===== src/rtl/mem_arb_pkg.sv =====
// Shared types and constants for the fetch/data memory arbiter.
// Reset values live here so the top level and any wrappers agree on them.
package mem_arb_pkg;

  localparam int MEM_ADDR_W = 10;
  localparam int MEM_DATA_W = 16;

  typedef enum logic {
    PORT_FETCH = 1'b0,
    PORT_DATA  = 1'b1
  } port_e;

  localparam logic [3:0] WAIT_CNT_RST = 4'd0;
  localparam logic [3:0] WAIT_CNT_SAT = 4'd15;
  localparam port_e      LAST_RST     = PORT_DATA;
  localparam logic       RVALID_RST   = 1'b0;

endpackage


===== src/rtl/mem_arb_select.sv =====
// Combinational grant selection between the fetch and data ports.
// MEM_ARB_ROUND_ROBIN_EN selects round-robin on `last`; otherwise fixed priority with a fetch starvation bound.
module mem_arb_select
  import mem_arb_pkg::*;
#(
  parameter int MAX_WAIT = 4
) (
  input  logic       f_req,
  input  logic       d_req,
`ifdef MEM_ARB_ROUND_ROBIN_EN
  input  port_e      last,
`else
  input  logic [3:0] wait_cnt,
`endif
  output logic       f_gnt,
  output logic       d_gnt
);

  logic fetch_first;

`ifdef MEM_ARB_ROUND_ROBIN_EN
  // On contention the port that did not win last time goes first.
  assign fetch_first = (last == PORT_DATA);
`else
  assign fetch_first = (wait_cnt >= 4'(MAX_WAIT));
`endif

  always_comb begin
    f_gnt = 1'b0;
    d_gnt = 1'b0;
    if (f_req && (!d_req || fetch_first)) begin
      f_gnt = 1'b1;
    end else if (d_req) begin
      d_gnt = 1'b1;
    end
  end

endmodule


===== src/rtl/mem_arbiter.sv =====
// Shares one single-port memory between instruction fetch and load/store; read data is registered per port.
// Build option MEM_ARB_ROUND_ROBIN_EN replaces fixed priority (with fetch starvation bound) by round-robin.
module mem_arbiter
  import mem_arb_pkg::*;
#(
  parameter int ADDR_W   = MEM_ADDR_W,
  parameter int DATA_W   = MEM_DATA_W,
  parameter int MAX_WAIT = 4
) (
  input  logic              clk,
  input  logic              reset,
  input  logic              f_req,
  input  logic [ADDR_W-1:0] f_addr,
  output logic              f_gnt,
  output logic              f_rvalid,
  output logic [DATA_W-1:0] f_rdata,
  input  logic              d_req,
  input  logic              d_we,
  input  logic [ADDR_W-1:0] d_addr,
  input  logic [DATA_W-1:0] d_wdata,
  output logic              d_gnt,
  output logic              d_rvalid,
  output logic [DATA_W-1:0] d_rdata,
  output logic [ADDR_W-1:0] mem_addr,
  output logic              mem_we,
  output logic [DATA_W-1:0] mem_wdata,
  input  logic [DATA_W-1:0] mem_rdata
);

  logic f_sel;
  logic d_sel;

`ifdef MEM_ARB_ROUND_ROBIN_EN
  port_e last;

  always_ff @(posedge clk or negedge reset) begin
    if (!reset) begin
      last <= LAST_RST;
    end else if (f_gnt) begin
      last <= PORT_FETCH;
    end else if (d_gnt) begin
      last <= PORT_DATA;
    end
  end

  mem_arb_select #(.MAX_WAIT(MAX_WAIT)) u_select (
    .f_req (f_req),
    .d_req (d_req),
    .last  (last),
    .f_gnt (f_sel),
    .d_gnt (d_sel)
  );
`else
  logic [3:0] wait_cnt;

  always_ff @(posedge clk or negedge reset) begin
    if (!reset) begin
      wait_cnt <= WAIT_CNT_RST;
    end else if (f_req && !f_gnt) begin
      if (wait_cnt != WAIT_CNT_SAT) begin
        wait_cnt <= wait_cnt + 4'd1;
      end
    end else begin
      wait_cnt <= WAIT_CNT_RST;
    end
  end

  mem_arb_select #(.MAX_WAIT(MAX_WAIT)) u_select (
    .f_req    (f_req),
    .d_req    (d_req),
    .wait_cnt (wait_cnt),
    .f_gnt    (f_sel),
    .d_gnt    (d_sel)
  );
`endif

  // Grants are gated by reset so nothing reaches the memory while reset is held.
  assign f_gnt = reset & f_sel;
  assign d_gnt = reset & d_sel;

  always_comb begin
    mem_addr = '0;
    if (f_gnt) begin
      mem_addr = f_addr;
    end else if (d_gnt) begin
      mem_addr = d_addr;
    end
  end

  assign mem_we    = d_gnt & d_we;
  assign mem_wdata = d_wdata;

  always_ff @(posedge clk or negedge reset) begin
    if (!reset) begin
      f_rvalid <= RVALID_RST;
      f_rdata  <= '0;
    end else begin
      f_rvalid <= f_gnt;
      if (f_gnt) begin
        f_rdata <= mem_rdata;
      end
    end
  end

  always_ff @(posedge clk or negedge reset) begin
    if (!reset) begin
      d_rvalid <= RVALID_RST;
      d_rdata  <= '0;
    end else begin
      d_rvalid <= d_gnt & ~d_we;
      if (d_gnt && !d_we) begin
        d_rdata <= mem_rdata;
      end
    end
  end

endmodule


===== config.mk =====
export PLATFORM = sky130hd
export DESIGN_NAME = mem_arbiter
export DESIGN_NICKNAME = d
export VERILOG_FILES = /design/src/rtl/mem_arb_pkg.sv /design/src/rtl/mem_arb_select.sv /design/src/rtl/mem_arbiter.sv
export SDC_FILE = /design/constraint.sdc
export NUM_CORES = 1
export LEC_CHECK = 0
export CAP_MARGIN = 20
export CORE_MARGIN = 1
export CORE_UTILIZATION = 35
export DETAILED_ROUTE_END_ITERATION = 8
export PLACE_DENSITY = 0.81
export REMOVE_ABC_BUFFERS = 1
export SYNTH_ARGS = -nofsm -noshare
export SYNTH_HDL_FRONTEND = slang
export SYNTH_SLANG_ARGS = --single-unit

===== constraint.sdc =====
create_clock -name clk -period 1.9 [get_ports clk]
set_input_delay 0.285 -clock clk [delete_from_list [all_inputs] [get_ports clk]]
set_output_delay 0.285 -clock clk [all_outputs]
set_load 0.01 [all_outputs]

==> impl_metrics.env <==
export IMPL_status="finished, violations left"
export IMPL_hold_viol=0
export IMPL_finalNetCount=279
export IMPL_ir_worst_vdd_mv=0.402
export IMPL_cts_sinks=38
export IMPL_ant_nets=0
export IMPL_cts_max_level=2
export IMPL_antenna_found_initial=0
export IMPL_r2r_end="d_rdata[15]"
export IMPL_cts_root_buf="clkbuf_8"
export IMPL_worst_slack_ns=-0.0174
export IMPL_drv_cap=0
export IMPL_cts_buffers=5
export IMPL_drc_errors=0
export IMPL_worst_r2r_path_depth=9
export IMPL_core_um2=4750
export IMPL_r2r_slack_ns=0.08
export IMPL_synth_top_family_by_area="multiplexers"
export IMPL_hp_class="primary input to async pin"
export IMPL_rows=25
export IMPL_synth_simple_area_share=0.0566
export IMPL_synth_cells=125
export IMPL_ys_ff_latch=38
export IMPL_crit_type="register to output port"
export IMPL_portBuffers=87
export IMPL_gp_congestion=0.753
export IMPL_grt_max_degree=38
export IMPL_worst_endpoint_arrival_ns=1.63
export IMPL_fin_crit_ns=1.92
export IMPL_diodes=0
export IMPL_syn_avg_cell_area_um2=14.0
export IMPL_drive_above_1_share=0.347
export IMPL_gr_total_overflow=0
export IMPL_drt_iter0_markers=27
export IMPL_r2r_start="wait_cnt[2]"
export IMPL_critPathMaxFanout=5
export IMPL_wl_per_cell_um=16.2
export IMPL_p_leak_nw=1.28
export IMPL_crit_required_ns=1.62
export IMPL_setup_viol=2
export IMPL_yosys_cell_types_count=25
export IMPL_grt_pass1_vias=1389
export IMPL_routed_wl_mm=4.68
export IMPL_clkTransAtPathRegs_ns=0.08
export IMPL_yosysSeqAreaShare=0.544
export IMPL_grt_pass1_wl_mm=7.04
export IMPL_multiInputGateArea_um2=651
export IMPL_final_period_utilization=1.01
export IMPL_rsz0062_at_grt="true"
export IMPL_post_dp_hpwl_mm=3.42
export IMPL_cts_tree="yes"
export IMPL_fp_dieW_um=72.6
export IMPL_num_vias=1371
export IMPL_ioPinCount=120
export IMPL_grt_usage=0.182
export IMPL_crit_path_end_kind="output port"
export IMPL_drt_vias_per_instance=4.74
export IMPL_first_pass_iters=4
export IMPL_die_area_um2=5280
export IMPL_synth_xor_area_share=0.00501
export IMPL_total_power_mw=2.33
export IMPL_synth_fa_ha_area_frac=0.00716
export IMPL_fmax_mhz=522
export IMPL_insertion_delay_ns=0.29
export IMPL_die_h_um=72.6
export IMPL_violations="negative setup slack"
export IMPL_synth_area_um2=1750
export IMPL_slew_limit_headroom=0.674
export IMPL_cts_path_max_buffers=2
export IMPL_seq_area_um2=951
export IMPL_final_max_slew_viol_count=0
export IMPL_fin_setup_tns_ns=-0.0335
export IMPL_clock_skew_ns=0.00701
export IMPL_yosysWarningCount=0
export IMPL_synth_compound_area_frac=0.0595
export IMPL_initial_utilization=0.367
export IMPL_powerDensity_nw_per_um2=831
export IMPL_yosys_mux_area_fraction=0.231
export IMPL_worst_slew_pin_slew_ns=0.483
export IMPL_syn2layout_area_growth_pct=60.7
export IMPL_critPathLaunchType="register"
export IMPL_n_fill_cell=411
## sequential cells by signal, indices dropped and copies added, names as in the netlist
name,flops
d_rdata,16
d_rvalid,1
f_rdata,16
f_rvalid,1
wait_cnt,4
## worst max-delay path by stage
| stage | startpoint | cells past startpoint | endpoint | slack (ns) |
|---|---|---|---|---|
| final | wait_cnt[2] | 6 | mem_addr[5] | -0.02 |
| after floorplan | wait_cnt[2] | 3 | mem_addr[0] | 0.29 |
| after CTS | wait_cnt[3] | 5 | mem_addr[7] | -0.03 |
| after global placement | f_req | 6 | mem_addr[7] | -0.26 |
| after detailed placement | d_req | 5 | mem_addr[7] | -0.31 |
| after global routing | wait_cnt[2] | 6 | mem_addr[5] | -0.05 |
## cells in the final DEF, fill, tap and decap left out, types with 2 or more instances in the layout
cell type        count
mux2_4               9
buf_2               12
mux2_2              23
buf_6                3
nand2_1              2
dlygate4sd2_1        2
dfrtp_1             38
buf_4               16
clkdlybuf4s50_1     72
a22o_1              10
clkbuf_8             6
nor3_1               2
nor2_1               4
nand3_1              2
## layer usage
layer  up-vias  global-route usage  wire length (um)
li1        620                   -                 -
met5         -              0.0808                49
met3        12              0.0981               494
met1       667               0.212              1840
met4         2              0.0654                63
met2        70               0.275              2230
## cell usage after synthesis
| library cell | instances | share of area |
|---|---|---|
| a22o_1 | 10 | 0.050 |
| a31oi_1 | 1 | 0.0036 |
| and2_1 | 1 | 0.0036 |
| and3_1 | 1 | 0.0036 |
| and3b_1 | 1 | 0.0050 |
| buf_12 | 1 | 0.011 |
| buf_2 | 1 | 0.0029 |
| buf_4 | 18 | 0.077 |
| dfrtp_1 | 38 | 0.54 |
| ha_1 | 1 | 0.0072 |
| inv_1 | 1 | 0.0021 |
| inv_2 | 1 | 0.0021 |
| mux2_2 | 23 | 0.15 |
| mux2_4 | 9 | 0.077 |
| mux2i_1 | 1 | 0.0057 |
| nand2_1 | 3 | 0.0064 |
| nand3_1 | 2 | 0.0057 |
| nor2_1 | 4 | 0.0086 |
| nor2_4 | 1 | 0.0064 |
| nor3_1 | 2 | 0.0057 |
| nor3b_1 | 1 | 0.0043 |
| nor3b_2 | 1 | 0.0072 |
| o21ai_0 | 1 | 0.0029 |
| o21ai_1 | 1 | 0.0029 |
| xnor2_1 | 1 | 0.0050 |
## per-stage QoR
stage / utilization / worst slack (ns) / instance area (um2) / hold WS, ns / cells
finish: 0.591 / -0.0174 / 2810 / 0.113 / 289
global route: 0.591 / -0.0538 / 2810 / 0.164 / 289
CTS: 0.583 / -0.0270 / 2770 / 0.125 / 286
detailed placement: 0.552 / -0.313 / 2620 / 0.0971 / 269
global placement: 0.552 / -0.256 / 2620 / 0.0968 / 269
floorplan: - / 0.288 / 1590 / -0.0106 / 105
## report_power, final
group	internal [mW]	total (mW)	switching (mW)
clock network	0.292	0.581	0.289
registers	0.951	1.03	0.0756
logic	0.483	0.726	0.243
total	1.73	2.33	0.607
## cell type report
class                           count  share of cell area
Tap cell                           67              0.0299
Timing Repair Buffer              109               0.363
Clock buffer                        6              0.0294
Multi-Input combinational cell     65               0.232
Sequential cell                    38               0.339
Inverter                            2             0.00267
Clock inverter                      2             0.00446
## what timing repair did
action	CTS	global route
setup buffers	8	2
hold endpoints to repair	1	0
pin swaps	5	3
setup endpoints to repair	13	16
hold buffers	1	0
gates resized for setup	46	8
gates cloned	0	1
## critical path, stage by stage (launching register included)
cell     delay [ns]
dfrtp_1        0.43
nor3b_4        0.27
nor2_4         0.07
buf_6          0.13
buf_6          0.11
a22o_1         0.20
buf_2          0.14
## logic make-up after synthesis
group / after synthesis
adder cells (fa/ha/maj): 1
flip-flops: 38
multiplexers: 33
buffers and inverters: 22
AO/OA/AOI/OAI: 13
AND/OR/NAND/NOR: 17
XOR/XNOR: 1
Power figures use the tool's default switching activity.
